[src/rtl/mxv_result_tx_pkg.sv]
// Shared types and constants for the matrix-by-vector reply framer.
// State encodings are plain localparams so older tools and waveform scripts read them directly.
package mxv_result_tx_pkg;

   typedef logic [7:0]   word_lenght_t;
   typedef word_lenght_t byte_t;

   localparam byte_t SOF_DEFAULT = 8'hFE;
   localparam byte_t EOF_DEFAULT = 8'hEF;

   localparam int VEC_N_W = 4;

   typedef logic [3:0] state_t;

   localparam state_t S_IDLE     = 4'd0;
   localparam state_t S_LOAD     = 4'd1;
   localparam state_t S_WAIT_SOF = 4'd2;
   localparam state_t S_WAIT_LEN = 4'd3;
   localparam state_t S_FETCH    = 4'd4;
   localparam state_t S_LATCH    = 4'd5;
   localparam state_t S_SEND_B   = 4'd6;
   localparam state_t S_WAIT_B   = 4'd7;
   localparam state_t S_SEND_EOF = 4'd8;
   localparam state_t S_WAIT_EOF = 4'd9;
   localparam state_t S_FIN      = 4'd10;

   // LEN byte is the payload byte count, truncated to 8 bits.
   function automatic byte_t frame_len(input logic [VEC_N_W-1:0] n, input int bytes_per_word);
      int len;
      len = int'(n) * bytes_per_word;
      return len[7:0];
   endfunction

endpackage

[src/rtl/mxv_tx_shift.sv]
// Parallel-load, left-shift byte serialiser holding one result word.
// o_byte is the top byte as it will stand after this edge, so the caller can register it alongside the load/shift.
module mxv_tx_shift
   import mxv_result_tx_pkg::*;
#(
   parameter int WIDTH = 16
) (
   input  logic             clk,
   input  logic             rst_n,
   input  logic             i_load,
   input  logic             i_shift,
   input  logic [WIDTH-1:0] i_data,
   output byte_t            o_byte
);

   logic [WIDTH-1:0] r_sr;
   logic [WIDTH-1:0] w_sr_nxt;

   always_comb begin
      // NOTE: assign a default first so every path drives w_sr_nxt and no latch is inferred.
      w_sr_nxt = r_sr;
      if (i_load) begin
         w_sr_nxt = i_data;
      end else if (i_shift) begin
         w_sr_nxt = r_sr << 8;
      end
   end

   always_ff @(posedge clk or negedge rst_n) begin
      // NOTE: sequential state uses non-blocking assignments so all registers update together at the edge.
      if (!rst_n) begin
         r_sr <= '0;
      end else begin
         r_sr <= w_sr_nxt;
      end
   end

   assign o_byte = w_sr_nxt[WIDTH-1 -: 8];

endmodule

[src/rtl/mxv_result_tx.sv]
// Reply framer: reads N result words and sends SOF, LEN, payload (MSB first), EOF to the UART.
// Every byte is issued with a one-cycle TX_START and the next one waits for the matching TX_DONE.
module mxv_result_tx
   import mxv_result_tx_pkg::*;
#(
   parameter int    RES_WIDTH = 16,
   parameter int    MAX_N     = 8,
   parameter byte_t SOF_BYTE  = SOF_DEFAULT,
   parameter byte_t EOF_BYTE  = EOF_DEFAULT
) (
   input  logic                     clk,
   input  logic                     rst,
   input  logic                     START,
   input  logic [VEC_N_W-1:0]       VEC_N,
   output logic [$clog2(MAX_N)-1:0] RES_ADDR,
   input  logic [RES_WIDTH-1:0]     RES_DATA,
   output word_lenght_t             TX_DATA,
   output logic                     TX_START,
   input  logic                     TX_DONE,
   output logic                     BUSY,
   output logic                     DONE
);

   localparam int                 ADDR_W    = $clog2(MAX_N);
   localparam int                 BPW       = RES_WIDTH / 8;
   localparam logic [1:0]         LAST_BYTE = 2'(BPW - 1);
   localparam logic [VEC_N_W-1:0] N_MAX     = VEC_N_W'(MAX_N);

   state_t             r_state;
   logic [VEC_N_W-1:0] r_n;
   logic [ADDR_W-1:0]  r_word_idx;
   logic [1:0]         r_byte_idx;
   byte_t              r_tx_data;
   logic               r_tx_start;

   logic [VEC_N_W-1:0] w_n_clamped;
   logic               w_last_word;
   logic               w_last_byte;
   logic               w_load;
   logic               w_shift;
   byte_t              w_sr_byte;

   assign w_n_clamped = (VEC_N > N_MAX) ? N_MAX : VEC_N;
   assign w_last_word = (VEC_N_W'(r_word_idx) + VEC_N_W'(1)) == r_n;
   assign w_last_byte = (r_byte_idx == LAST_BYTE);
   assign w_load      = (r_state == S_LATCH);
   assign w_shift     = (r_state == S_WAIT_B) && TX_DONE;

   mxv_tx_shift #(
      .WIDTH (RES_WIDTH)
   ) u_shift (
      .clk     (clk),
      .rst_n   (rst),
      .i_load  (w_load),
      .i_shift (w_shift),
      .i_data  (RES_DATA),
      .o_byte  (w_sr_byte)
   );

   // TX_START/TX_DATA are registered on the transition into the sending cycle,
   // which gives the one-cycle TX_DONE-to-TX_START turnaround.
   always_ff @(posedge clk or negedge rst) begin
      if (!rst) begin
         r_state    <= S_IDLE;
         r_n        <= '0;
         r_word_idx <= '0;
         r_byte_idx <= '0;
         r_tx_data  <= '0;
         r_tx_start <= 1'b0;
      end else begin
         r_tx_start <= 1'b0;
         case (r_state)
            S_IDLE: begin
               if (START) begin
                  r_n        <= w_n_clamped;
                  r_word_idx <= '0;
                  r_byte_idx <= '0;
                  r_tx_data  <= SOF_BYTE;
                  r_tx_start <= 1'b1;
                  r_state    <= S_LOAD;
               end
            end
            S_LOAD: r_state <= S_WAIT_SOF;
            S_WAIT_SOF: begin
               if (TX_DONE) begin
                  r_tx_data  <= frame_len(r_n, BPW);
                  r_tx_start <= 1'b1;
                  r_state    <= S_WAIT_LEN;
               end
            end
            S_WAIT_LEN: begin
               if (TX_DONE) begin
                  if (r_n != '0) begin
                     r_state <= S_FETCH;
                  end else begin
                     r_tx_data  <= EOF_BYTE;
                     r_tx_start <= 1'b1;
                     r_state    <= S_SEND_EOF;
                  end
               end
            end
            S_FETCH: r_state <= S_LATCH;
            S_LATCH: begin
               r_tx_data  <= w_sr_byte;
               r_tx_start <= 1'b1;
               r_state    <= S_SEND_B;
            end
            S_SEND_B: r_state <= S_WAIT_B;
            S_WAIT_B: begin
               if (TX_DONE) begin
                  if (!w_last_byte) begin
                     r_byte_idx <= r_byte_idx + 2'd1;
                     r_tx_data  <= w_sr_byte;
                     r_tx_start <= 1'b1;
                     r_state    <= S_SEND_B;
                  end else if (!w_last_word) begin
                     r_byte_idx <= '0;
                     r_word_idx <= r_word_idx + ADDR_W'(1);
                     r_state    <= S_FETCH;
                  end else begin
                     r_tx_data  <= EOF_BYTE;
                     r_tx_start <= 1'b1;
                     r_state    <= S_SEND_EOF;
                  end
               end
            end
            S_SEND_EOF: r_state <= S_WAIT_EOF;
            S_WAIT_EOF: begin
               if (TX_DONE) begin
                  r_state <= S_FIN;
               end
            end
            S_FIN:   r_state <= S_IDLE;
            default: r_state <= S_IDLE;
         endcase
      end
   end

   assign RES_ADDR = r_word_idx;
   assign TX_DATA  = r_tx_data;
   assign TX_START = r_tx_start;
   assign BUSY     = (r_state != S_IDLE);
   assign DONE     = (r_state == S_FIN);

endmodule

[config.mk]
export PLATFORM = sky130hd
export DESIGN_NAME = mxv_result_tx
export DESIGN_NICKNAME = d
export VERILOG_FILES = /design/src/rtl/mxv_result_tx_pkg.sv /design/src/rtl/mxv_tx_shift.sv /design/src/rtl/mxv_result_tx.sv
export SDC_FILE = /design/constraint.sdc
export NUM_CORES = 1
export LEC_CHECK = 0
export ABC_AREA = 1
export CAP_MARGIN = 10
export CORE_AREA = 3 3 72 74
export DETAILED_ROUTE_END_ITERATION = 7
export DIE_AREA = 0 0 75 77
export PLACE_DENSITY = 0.84
export SLEW_MARGIN = 30
export SYNTH_ARGS = -nofsm -noshare
export SYNTH_HDL_FRONTEND = slang
export SYNTH_SLANG_ARGS = --single-unit
export TNS_END_PERCENT = 30
[constraint.sdc]
create_clock -name clk -period 1.63 [get_ports clk]
set_input_delay 0.326 -clock clk [delete_from_list [all_inputs] [get_ports clk]]
set_output_delay 0.326 -clock clk [all_outputs]
set_load 0.05 [all_outputs]
==> results.yml <==
status:
  outcome: "complete, but fails checks"
  failed_checks: "setup timing"
global_route:
  grt_overflow: 0
  grt.total_usage_pct: 20.8
  grt_max_degree: 39
  grt_pass1_vias: 2194
  grt_antenna_before_repair: 0
  grt_pass1_wl_um: 9420
floorplanning:
  num_rows: 25
  initial_core_util_pct: 45.7
  die_h_um: 77
  die_w_um: 75
  io_pins: 38
  die-area_um2: 5780
  core-area_um2: 4660
layout:
  finish.utilization_pct: 65.4
  nets: 390
  multi_input_area_um2: 1110
  drive_above_1_share_pct: 28.1
  final_area_um2: 3050
  insertedDiodeCount: 0
  nFillCells: 395
  layout_common_cells: "94 x nand2_1, 35 x inv_1, 35 x buf_4"
  final_cells: 420
  layout_commonest_cell: "nand2_1"
  ff_latch_area_um2: 956
  syn_to_final_growth_pct: 43.0
logic_synthesis:
  yosysTopAreaCell: "dfrtp_1"
  synth_area_leaders: "dfrtp_1 45%, nand2_1 19%, inv_1 6.9%"
  ys_warn_count: 0
  synth_cells: 296
  ys_seq_elements: 38
  avgSynthCellArea_um2: 7.20
  synthesis.nets: 321
  syn_area_um2: 2130
  synth-seq-area-share_pct: 44.6
  synth.top_cell.area_share_pct: 44.6
  synthDistinctLibCells: 29
drt:
  wire_per_inst_um: 13.3
  routed_wl_um: 5590
  drt_iter0_markers: 121
  final_antenna_net_count: 0
  dr.pass1.iters: 4
  vias: 2133
  route.detailed.drc: 0
  vias_per_cell: 5.08
timing:
  slew_headroom_pct: 79.8
  worstMarginPinSlew_ps: 302
  layout_min_cycle_time_ps: 1670
  setup_viol: 10
  period_share_pct: 102
  rsz0062_at_grt: "yes"
  setup_ws_ps: -37.6
  maxSlewViolCount: 0
  fmax_ghz: 0.600
  hold_viol: 0
  fin_worst_skew_ps: 5.54
power_and_ir_drop:
  p_per_area_nw_per_um2: 1980
  p_leak_uw: 0.00157
  peakVddDrop_mv: 1.17
critical_path:
  arrival_ps: 1340
  cpPeakStageDelay_ps: 400
  crit_type: "flip-flop to output port"
  end_kind: "output port"
  critPathMaxFanout: 3
  critPathTopFamily: "flip-flops"
  crit_slowest_cell: "dfrtp_1"
  path_buf_inv: 3
  crit_chain: "inv_2, buf_6, nor4_4, buf_12"
  critPathRequiredTime_ps: 1300
  startpoint_type: "flip-flop"
  r2r_setup_slack_ps: -30
cts:
  cts_made_buffers: 5
  cts_tree: "yes"
  root_buffer: "clkbuf_8"
  cts.clk_slew.worst_paths_ps: 70
  ctsHtreeMaxLevel: 2
  postCtsHoldBufs: 0
  worstSkewPairLatency_ps: 290
  cts.sinks: 38
  clock_path_buffers: 2
placement:
  place_ws_ps: -144
  dpl_cell_area_um2: 2720
  dp.cells: 397
  gp_congestion: 0.899
  io_buffers: 37
  dpl.hpwl_um: 4090
hold_path:
  worstHoldPathType: "primary input to async pin"
job:
  drv_cap: 0
[layout make-up]
type / instances / share of cell area, %
tap: 54 / 2.22
timing repair inverter: 1 / 0.287
inverter: 45 / 5.95
clock inverter: 1 / 0.164
timing repair buffer: 66 / 20.9
multi-input combinational: 208 / 36.3
clock buffer: 7 / 2.83
sequential: 38 / 31.4
[worst reg2reg max path: cells and delay by family, from the launching register on]
family / cells / cell delay (ps)
adder cells (fa/ha/maj): 1 / 250
buffers and inverters: 2 / 130
flip-flops: 1 / 430
AND/OR/NAND/NOR: 9 / 780
[flip-flops by register name, indices dropped and copies added, names as in the netlist]
signal / count
TX_DATA: 8
u_shift.r_sr: 16
r_n: 4
TX_START: 1
r_state: 4
r_byte_idx: 2
RES_ADDR: 3
[synth_stat cells]
library cell,n
a21boi_0,2
a21o_1,1
a21oi_1,2
a22oi_1,1
a31oi_1,1
buf_2,3
buf_6,3
dfrtp_1,38
ha_1,1
inv_1,39
inv_2,4
inv_4,2
nand2_1,106
nand2_2,7
nand2_4,1
nand3_1,27
nand3_2,1
nand4_1,3
nor2_1,16
nor2_2,4
nor2_4,2
nor3_1,2
nor4_1,1
o211ai_2,1
o21a_1,1
o21ai_0,21
o21ai_1,4
o22ai_1,1
or2_1,1
[power breakdown]
group	total (µW)	internal (µW)	switching, µW
clock	679	342	337
sequential	1590	1360	225
combinational	3770	1390	2380
total	6030	3090	2940
[metal layers]
layer | global-route usage [%] | vias to the layer above | routed length [µm]
met5 | 0 | - | 0
met4 | 7.12 | 0 | 129
met3 | 3.41 | 14 | 260
met2 | 34.8 | 55 | 2820
met1 | 26.5 | 996 | 2370
li1 | - | 1068 | -
[final timing paths]
kind / startpoint / endpoint / cells past startpoint
setup / recovery: r_state[1]$_DFFE_PN0P_ / DONE / 4
hold / removal: rst / u_shift.r_sr[3]$_DFFE_PN0P_ / 2
setup reg to reg: RES_ADDR[0]$_DFFE_PN0P_ / TX_DATA[2]$_DFFE_PN0P_ / 12
hold reg to reg: TX_DATA[7]$_DFFE_PN0P_ / TX_DATA[7]$_DFFE_PN0P_ / 2
max in group asynchronous: rst / r_state[2]$_DFFE_PN0P_ / 2
min in group clk: TX_DATA[7]$_DFFE_PN0P_ / TX_DATA[7]$_DFFE_PN0P_ / 2
[through the flow]
| step | total power, µW | hold slack, ps | TNS (ps) |
|---|---|---|---|
| 3_3_place_gp | 4620 | 467 | -958 |
| 5_1_grt | 6550 | 438 | -1480 |
| 6_report | 6030 | 419 | -180 |
| 4_1_cts | 5560 | 426 | -90.5 |
| 3_5_place_dp | 4700 | 467 | -1280 |
| 2_1_floorplan | 3780 | 30.4 | -308 |
[kinds of logic (layout without fill, tap and decap cells)]
family,Yosys count,in the layout,share of synthesized area (%)
and+or+nand+nor,171,172,35.1
adders and majority gates,1,1,0.587
buffers and inverters,51,120,10.5
AOI/OAI and AO/OA,35,35,9.28
DFF,38,38,44.6
[timing repair]
action,in CTS,in global routing
gates cloned,2,0
buffers inserted,5,8
pin swaps,6,18
resized for setup,9,34
endpoints found under the setup margin,14,22
(Power assumes the default switching activity.)
